File: src/rtl/ifetch_buf_pkg.sv
// ifetch_pkg: shared widths, NOP encoding and the prefetch entry type.
//   XLEN         datapath / PC width
//   NOP_INSTR    addi x0,x0,0, shown on InstrD whenever no valid instruction is held
//   fetch_entry_t one prefetched {pc, instr} pair
package ifetch_pkg;

  localparam int XLEN = 32;
  localparam logic [31:0] NOP_INSTR = 32'h0000_0013;

  typedef struct packed {
    logic [XLEN-1:0] pc;
    logic [31:0]     instr;
  } fetch_entry_t;

endpackage

File: src/rtl/ifetch_buf_if.sv
// ifetch_buf_if: fetch <-> imem/execute/decode bundle.
//   master: fetch buffer side (drives PCF and the decode-facing outputs)
//   slave : environment side (imem data, redirect, decode stall)
interface ifetch_buf_if;
  import ifetch_pkg::*;

  logic [XLEN-1:0] PCF;
  logic [31:0]     InstrF;
  logic            PCSrcE;
  logic [XLEN-1:0] PCTargetE;
  logic            StallD;
  logic            ValidD;
  logic [31:0]     InstrD;
  logic [XLEN-1:0] PCD;
  logic [XLEN-1:0] PCPlus4D;

  modport master (
    output PCF, ValidD, InstrD, PCD, PCPlus4D,
    input  InstrF, PCSrcE, PCTargetE, StallD
  );

  modport slave (
    input  PCF, ValidD, InstrD, PCD, PCPlus4D,
    output InstrF, PCSrcE, PCTargetE, StallD
  );

endinterface

File: src/rtl/ifetch_buf_fifo.sv
// fetch_fifo: sync FIFO of fetch_entry_t with push/pop/flush and occupancy count.
// Latency: pushed entry is visible at head the cycle after the push edge.
// Backpressure: none internally; the owner must not push when full without a pop.
// Ports: clk, reset (async active-low), push/pushData, pop, flush, head, count.
module fetch_fifo
  import ifetch_pkg::*;
#(
  parameter int DEPTH = 2
) (
  input  logic                         clk,
  input  logic                         reset,
  input  logic                         push,
  input  fetch_entry_t                 pushData,
  input  logic                         pop,
  input  logic                         flush,
  output fetch_entry_t                 head,
  output logic [$clog2(DEPTH+1)-1:0]   count
);

  localparam int PW = $clog2(DEPTH);
  localparam int CW = $clog2(DEPTH+1);

  fetch_entry_t  mem [DEPTH];
  logic [PW-1:0] wrPtr;
  logic [PW-1:0] rdPtr;

  // DEPTH is a power of two, so pointers wrap by natural overflow.
  always_ff @(posedge clk or negedge reset) begin
    if (!reset) begin
      wrPtr <= '0;
      rdPtr <= '0;
      count <= '0;
    end else if (flush) begin
      wrPtr <= '0;
      rdPtr <= '0;
      count <= '0;
    end else begin
      if (push) wrPtr <= wrPtr + PW'(1);
      if (pop)  rdPtr <= rdPtr + PW'(1);
      case ({push, pop})
        2'b10:   count <= count + CW'(1);
        2'b01:   count <= count - CW'(1);
        default: count <= count;
      endcase
    end
  end

  always_ff @(posedge clk) begin
    if (push && !flush) mem[wrPtr] <= pushData;
  end

  assign head = mem[rdPtr];

endmodule

File: src/rtl/ifetch_buf.sv
// ifetch_buf: owns the PC, fetches from imem, buffers {instr,pc} for decode; redirect on PCSrcE.
// Latency: instr read at PCF in cycle n appears on InstrD in cycle n+1 at the earliest.
// Backpressure: StallD holds the head; when the FIFO is full PCF holds and imem is re-read.
// Ports: clk, reset (async active-low), bus (ifetch_buf_if.master),
//        FetchCnt/BubbleCnt only when IFETCH_PERF_EN is defined.
module ifetch_buf
  import ifetch_pkg::*;
#(
  parameter int              DEPTH    = 2,
  parameter logic [XLEN-1:0] RESET_PC = '0
) (
  input  logic         clk,
  input  logic         reset,
  ifetch_buf_if.master bus
`ifdef IFETCH_PERF_EN
  ,
  output logic [31:0]  FetchCnt,
  output logic [31:0]  BubbleCnt
`endif
);

  localparam int CW = $clog2(DEPTH+1);

  logic [XLEN-1:0] pcF;
  logic [XLEN-1:0] pcTarget;
  logic [CW-1:0]   count;
  fetch_entry_t    head;
  fetch_entry_t    pushData;
  logic            validD;
  logic            deq;
  logic            enq;

  assign validD   = (count != '0);
  assign deq      = validD && !bus.StallD;
  // A pop this edge frees a slot, so a full FIFO can still accept.
  assign enq      = !bus.PCSrcE && ((count < CW'(DEPTH)) || deq);
  assign pcTarget = bus.PCTargetE & ~XLEN'(3);
  assign pushData = '{pc: pcF, instr: bus.InstrF};

  fetch_fifo #(.DEPTH(DEPTH)) u_fifo (
    .clk      (clk),
    .reset    (reset),
    .push     (enq),
    .pushData (pushData),
    .pop      (deq),
    .flush    (bus.PCSrcE),
    .head     (head),
    .count    (count)
  );

  always_ff @(posedge clk or negedge reset) begin
    if (!reset) begin
      pcF <= RESET_PC;
    end else if (bus.PCSrcE) begin
      pcF <= pcTarget;
    end else if (enq) begin
      pcF <= pcF + XLEN'(4);
    end
  end

  // Decode outputs come only from the registered head, masked when empty.
  assign bus.PCF      = pcF;
  assign bus.ValidD   = validD;
  assign bus.InstrD   = validD ? head.instr : NOP_INSTR;
  assign bus.PCD      = validD ? head.pc : '0;
  assign bus.PCPlus4D = validD ? head.pc + XLEN'(4) : '0;

`ifdef IFETCH_PERF_EN
  always_ff @(posedge clk or negedge reset) begin
    if (!reset) begin
      FetchCnt  <= '0;
      BubbleCnt <= '0;
    end else begin
      if (enq)                       FetchCnt  <= FetchCnt + 32'd1;
      if (!validD && !bus.PCSrcE)    BubbleCnt <= BubbleCnt + 32'd1;
    end
  end
`endif

endmodule

File: src/flat_wrapper.sv
// flat-port wrapper written by rule: the top's interface ports become plain ports
module ifetch_buf_flat import ifetch_pkg::*;
#(
  parameter int              DEPTH    = 2,
  parameter logic [XLEN-1:0] RESET_PC = '0
)
  (clk, reset, bus_PCF, bus_ValidD, bus_InstrD, bus_PCD, bus_PCPlus4D, bus_InstrF, bus_PCSrcE, bus_PCTargetE, bus_StallD);
  ifetch_buf_if bus_i ();
  input  logic clk;
  input  logic reset;
  output wire logic [$bits(bus_i.PCF)-1:0] bus_PCF;
  output wire logic [$bits(bus_i.ValidD)-1:0] bus_ValidD;
  output wire logic [$bits(bus_i.InstrD)-1:0] bus_InstrD;
  output wire logic [$bits(bus_i.PCD)-1:0] bus_PCD;
  output wire logic [$bits(bus_i.PCPlus4D)-1:0] bus_PCPlus4D;
  input wire logic [$bits(bus_i.InstrF)-1:0] bus_InstrF;
  input wire logic [$bits(bus_i.PCSrcE)-1:0] bus_PCSrcE;
  input wire logic [$bits(bus_i.PCTargetE)-1:0] bus_PCTargetE;
  input wire logic [$bits(bus_i.StallD)-1:0] bus_StallD;
  assign bus_PCF = bus_i.PCF;
  assign bus_ValidD = bus_i.ValidD;
  assign bus_InstrD = bus_i.InstrD;
  assign bus_PCD = bus_i.PCD;
  assign bus_PCPlus4D = bus_i.PCPlus4D;
  assign bus_i.InstrF = bus_InstrF;
  assign bus_i.PCSrcE = bus_PCSrcE;
  assign bus_i.PCTargetE = bus_PCTargetE;
  assign bus_i.StallD = bus_StallD;
  ifetch_buf #(.DEPTH(DEPTH), .RESET_PC(RESET_PC)) u_core (.clk(clk), .reset(reset), .bus(bus_i));
endmodule
File: config.mk
export PLATFORM = sky130hd
export DESIGN_NAME = ifetch_buf_flat
export DESIGN_NICKNAME = d
export VERILOG_FILES = /design/src/rtl/ifetch_buf_pkg.sv /design/src/rtl/ifetch_buf_if.sv /design/src/rtl/ifetch_buf_fifo.sv /design/src/rtl/ifetch_buf.sv /design/src/flat_wrapper.sv
export SDC_FILE = /design/constraint.sdc
export NUM_CORES = 1
export LEC_CHECK = 0
export BUFFER_PORTS_ARGS = -buffer_cell sky130_fd_sc_hd__buf_2
export CORE_ASPECT_RATIO = 0.75
export CORE_MARGIN = 5
export CORE_UTILIZATION = 58
export DETAILED_ROUTE_END_ITERATION = 8
export PLACE_DENSITY = 0.86
export SLEW_MARGIN = 20
export SYNTH_ARGS = -nofsm -noshare
export SYNTH_HDL_FRONTEND = slang
export SYNTH_HIERARCHICAL = 1
export SYNTH_SLANG_ARGS = --single-unit
File: constraint.sdc
create_clock -name clk -period 14.4 [get_ports clk]
set_clock_uncertainty 0.15 [all_clocks]
set_input_delay 2.88 -clock clk [delete_from_list [all_inputs] [get_ports clk]]
set_output_delay 2.88 -clock clk [all_outputs]
set_load 0.01 [all_outputs]
==> metrics.md <==
| Metric | Value |
|---|---|
| Initial antenna violation count | 0 |
| RSZ-0062 raised after global routing | no |
| Final cell count without fillers | 992 |
| Post-synthesis async set-or-reset flop share | 21.0% |
| Endpoints failing setup | 0 |
| Fin crit period | 6.30 ns |
| HP Class | reg2reg |
| Drt total wl | 18.2 mm |
| Clock sink total | 162 |
| Crit-path leading delay family | simple AND/OR/NAND/NOR gates |
| DRT antenna net count | 0 |
| Vias | 5709 |
| Yosys reg bits | 162 |
| Die area | 16300 µm² |
| Top-count cell post-synth | edfxtp_1 |
| Critical path class | reg2out |
| Largest net degree at the start of global routing | 66 |
| Post-synth EDFFs | 128 |
| Mux cell area share after synthesis | 13.0% |
| Worst-path cell chain | buf_16 > mux2_2 > and4_1 > nand4_4 > nor4_1 > mux2_2 > buf_2 |
| # DRC | 0 |
| CTS HTree Levels | 4 |
| Pwr dens | ~140 nW/µm² |
| Post-Synth Simple-Gate Area | 17.5% |
| Synth cell types | 44 |
| Quantity of I/O buffers inserted on ports | between 150 and 200 |
| Largest family of logic cells by synthesized area | simple AND/OR/NAND/NOR gates |
| Post-cts sizing count | 0 |
| Power, Total | 1.37 mW |
| Largest stage delay, worst path | 0.74 ns |
| Max Cap Viol | 0 |
| First-pass GRT wire length | 29.6 mm |
| Synth Area in XOR/XNOR | approximately 2.7% |
| Hold Fails Final Rpt | 0 |
| Netlist Area Pre-Place | about 8000 µm² |
| Slowest cell on crit path | dfrtp_4 |
| I/O Pins | 197 |
| Final RePlAce weighted congestion | ~0.85 |
| Post-Synth Adder-Cell Area | 0.311% |
| Tcrit/Tclk final | between 40% and 50% |
| Num CTS Buffers | 17 |
| Placed Area | 9050 µm² |
| Worst skew pair latency | 0.41 ns |
| Slew @ Worst Pin | 0.861 ns |
| Cell mode on critical path | mux2_2 |
| Drt initial violations | between 400 and 500 |
| Synth top area share | between 40% and 50% |
| Critical path buffers and inverters | 2 |
| Flop2flop setup slack | 11.79 ns |
| Clock buffer depth | 2 |
| Post-synth top area cell | edfxtp_1 |
| CP Max Fanout | 38 |
| CP required | 11.37 ns |
| Die Wd | ~150 µm |
| Grt ovf | 0 |
| Crit Reg-Reg Startpoint | u_core/u_fifo/count[1] |
| CTS tree | yes |
| Via/cell ratio | 5.76 |
| Reg-to-reg endpoint | u_core/u_fifo/mem[1][3] |
| Synth top cells by count | edfxtp_1 (128), and2_1 (67), mux2_4 (50), nor2_1 (46), dfrtp_1 (34) |
| Fmax | 159 MHz |
| DR WL/cell | ~18 µm |
| Peak supply drop | 90.3 µV |
| Worst R2R Path Depth | 3 |
| Primary FF master, synth | edfxtp_1 |
| Synth Area in Compound Gates | 4.88% |
| Chip height | 112 µm |
| Setup crit end kind | output pin |
| Yosys warns | 6 |
| Antenna diode count | 0 |
| CORE AREA | 13700 µm² |
| FP Rows | 37 |
| Post-CTS repair timing setup buffer count | 0 |
| Layout cells sized above 1 | 37.9% |
| CP Depth | 7 |
| Setup crit start kind | register |
| Mean Syn Cell Area | between 10 and 15 µm² |
| Clk root buf | clkbuf_16 |
| Status | finished, final reports clean |
| Setup TNS | 0 ns |
| Area contributors post-synth | edfxtp_1 (48%), dfrtp_1 (11%), mux2_4 (9.3%), and2_1 (5.2%), mux2_2 (3.4%) |
| CP endpoint | bus_PCPlus4D[26] |
| Slew HR | between 40% and 50% |
| Max-slew violation count | 0 |
| Cell total after placement | 959 |
| Leak pwr | 3.93 nW |
| Clock-pin transition on the worst setup and hold timing paths | 0.06 ns |
| DP HPWL | roughly 12 mm |
| Setup crit start | u_core/u_fifo/rdPtr |
| Vias in the first global route | ~5900 |
| Cells after Synth | slightly above 600 |
| NumNets Final | 874 |
| Total GRT Usage | 22.4% |
| Final instance area | 9690 µm² |
| Initial core utilization | 58.9% |
| Seq/Total Area, Yosys | 58.4% |
| Area growth, synth to finish | 20.4% |
| Hold-fix buffers, CTS | 0 |
| Data arrival time of the critical path | 3.27 ns |
| TritonRoute pass-1 iters | 5 |
-- worst min-delay path by stage --
stage                                    from                       end  slack [ns]  depth (start not counted)
after floorplan           u_core/u_fifo/wrPtr       u_core/u_fifo/wrPtr        0.37                          2
after global placement      u_core/bus.PCF[7]  u_core/u_fifo/mem[1][39]        0.37                          0
after detailed placement    u_core/bus.PCF[7]  u_core/u_fifo/mem[0][39]        0.39                          0
after CTS                   u_core/bus.PCF[7]  u_core/u_fifo/mem[1][39]        0.40                          0
after global routing       u_core/bus.PCF[29]  u_core/u_fifo/mem[1][61]        0.43                          0
final                       u_core/bus.PCF[7]  u_core/u_fifo/mem[0][39]        0.40                          0
-- flip-flops by register name, summed over array words and instances, names as in the netlist --
name and cells:
u_core/bus.PCF 30, u_core/u_fifo/count 2, u_core/u_fifo/mem 128, u_core/u_fifo/rdPtr 1, u_core/u_fifo/wrPtr 1
-- placed cells by master, fill, tap and decap left out, types with 3 or more instances in the layout --
| cell | instances |
|---|---|
| buf_4 | 4 |
| nor3_1 | 9 |
| nand2_1 | 30 |
| clkbuf_16 | 19 |
| mux2_2 | 24 |
| and2_1 | 67 |
| nor3b_1 | 3 |
| or3_1 | 7 |
| edfxtp_1 | 128 |
| xnor2_1 | 4 |
| and3_1 | 9 |
| inv_1 | 7 |
| xor2_1 | 21 |
| conb_1 | 6 |
| nor4_1 | 6 |
| nand3_1 | 18 |
| or4_1 | 14 |
| a31oi_1 | 15 |
| nand2b_1 | 6 |
| o21ai_0 | 19 |
| inv_4 | 4 |
| mux2_4 | 50 |
| o31a_1 | 5 |
| nand4_1 | 16 |
| dfrtp_1 | 33 |
| a21oi_1 | 6 |
| buf_2 | 192 |
| o31ai_1 | 13 |
| nor2_1 | 45 |
| and4_1 | 8 |
-- worst reg2reg max path, delay by kind of cell, from the launching register on --
kind / cells / cell delay (ns)
AOI/OAI and AO/OA: 1 / 0.46
DFF: 1 / 0.47
buffers and inverters: 1 / 0.64
and+or+nand+nor: 1 / 0.49
-- stage by stage --
| stage | hold slack (ns) | util, % | setup slack (ns) |
|---|---|---|---|
| after floorplan | 0.367 | - | 5.34 |
| after global placement | 0.372 | 66.3 | 8.09 |
| after detailed placement | 0.387 | 66.3 | 8.03 |
| after CTS | 0.402 | 70.7 | 7.57 |
| after global routing | 0.429 | 70.9 | 7.92 |
| final | 0.404 | 70.9 | 8.10 |
-- cell type report --
type,instances,area [µm²]
timing repair buffer,197,1020
fill,954,3970
multi-input combinational,419,3120
inverter,7,26.3
clock buffer,21,483
sequential,162,4700
tap,175,219
clock inverter,11,120
-- power breakdown --
part           switching (mW)  internal (mW)
clock network           0.176          0.277
logic                   0.189          0.156
registers              0.0333          0.542
total                   0.398          0.975
-- layer usage --
layer  share of wire (%)  track usage, %
met5                   0               0
met4                0.97            5.95
met3                 7.7            6.18
met2                  48            37.1
met1                  44            29.5
-- cells by family after synthesis --
family | Yosys count
buffers and inverters | 46
flip-flops | 162
adder cells (fa/ha/maj) | 2
XOR/XNOR | 25
multiplexers | 76
AND/OR/NAND/NOR | 248
other | 1
AO/OA/AOI/OAI | 62
Note: power is estimated with default switching activity, not from simulation.
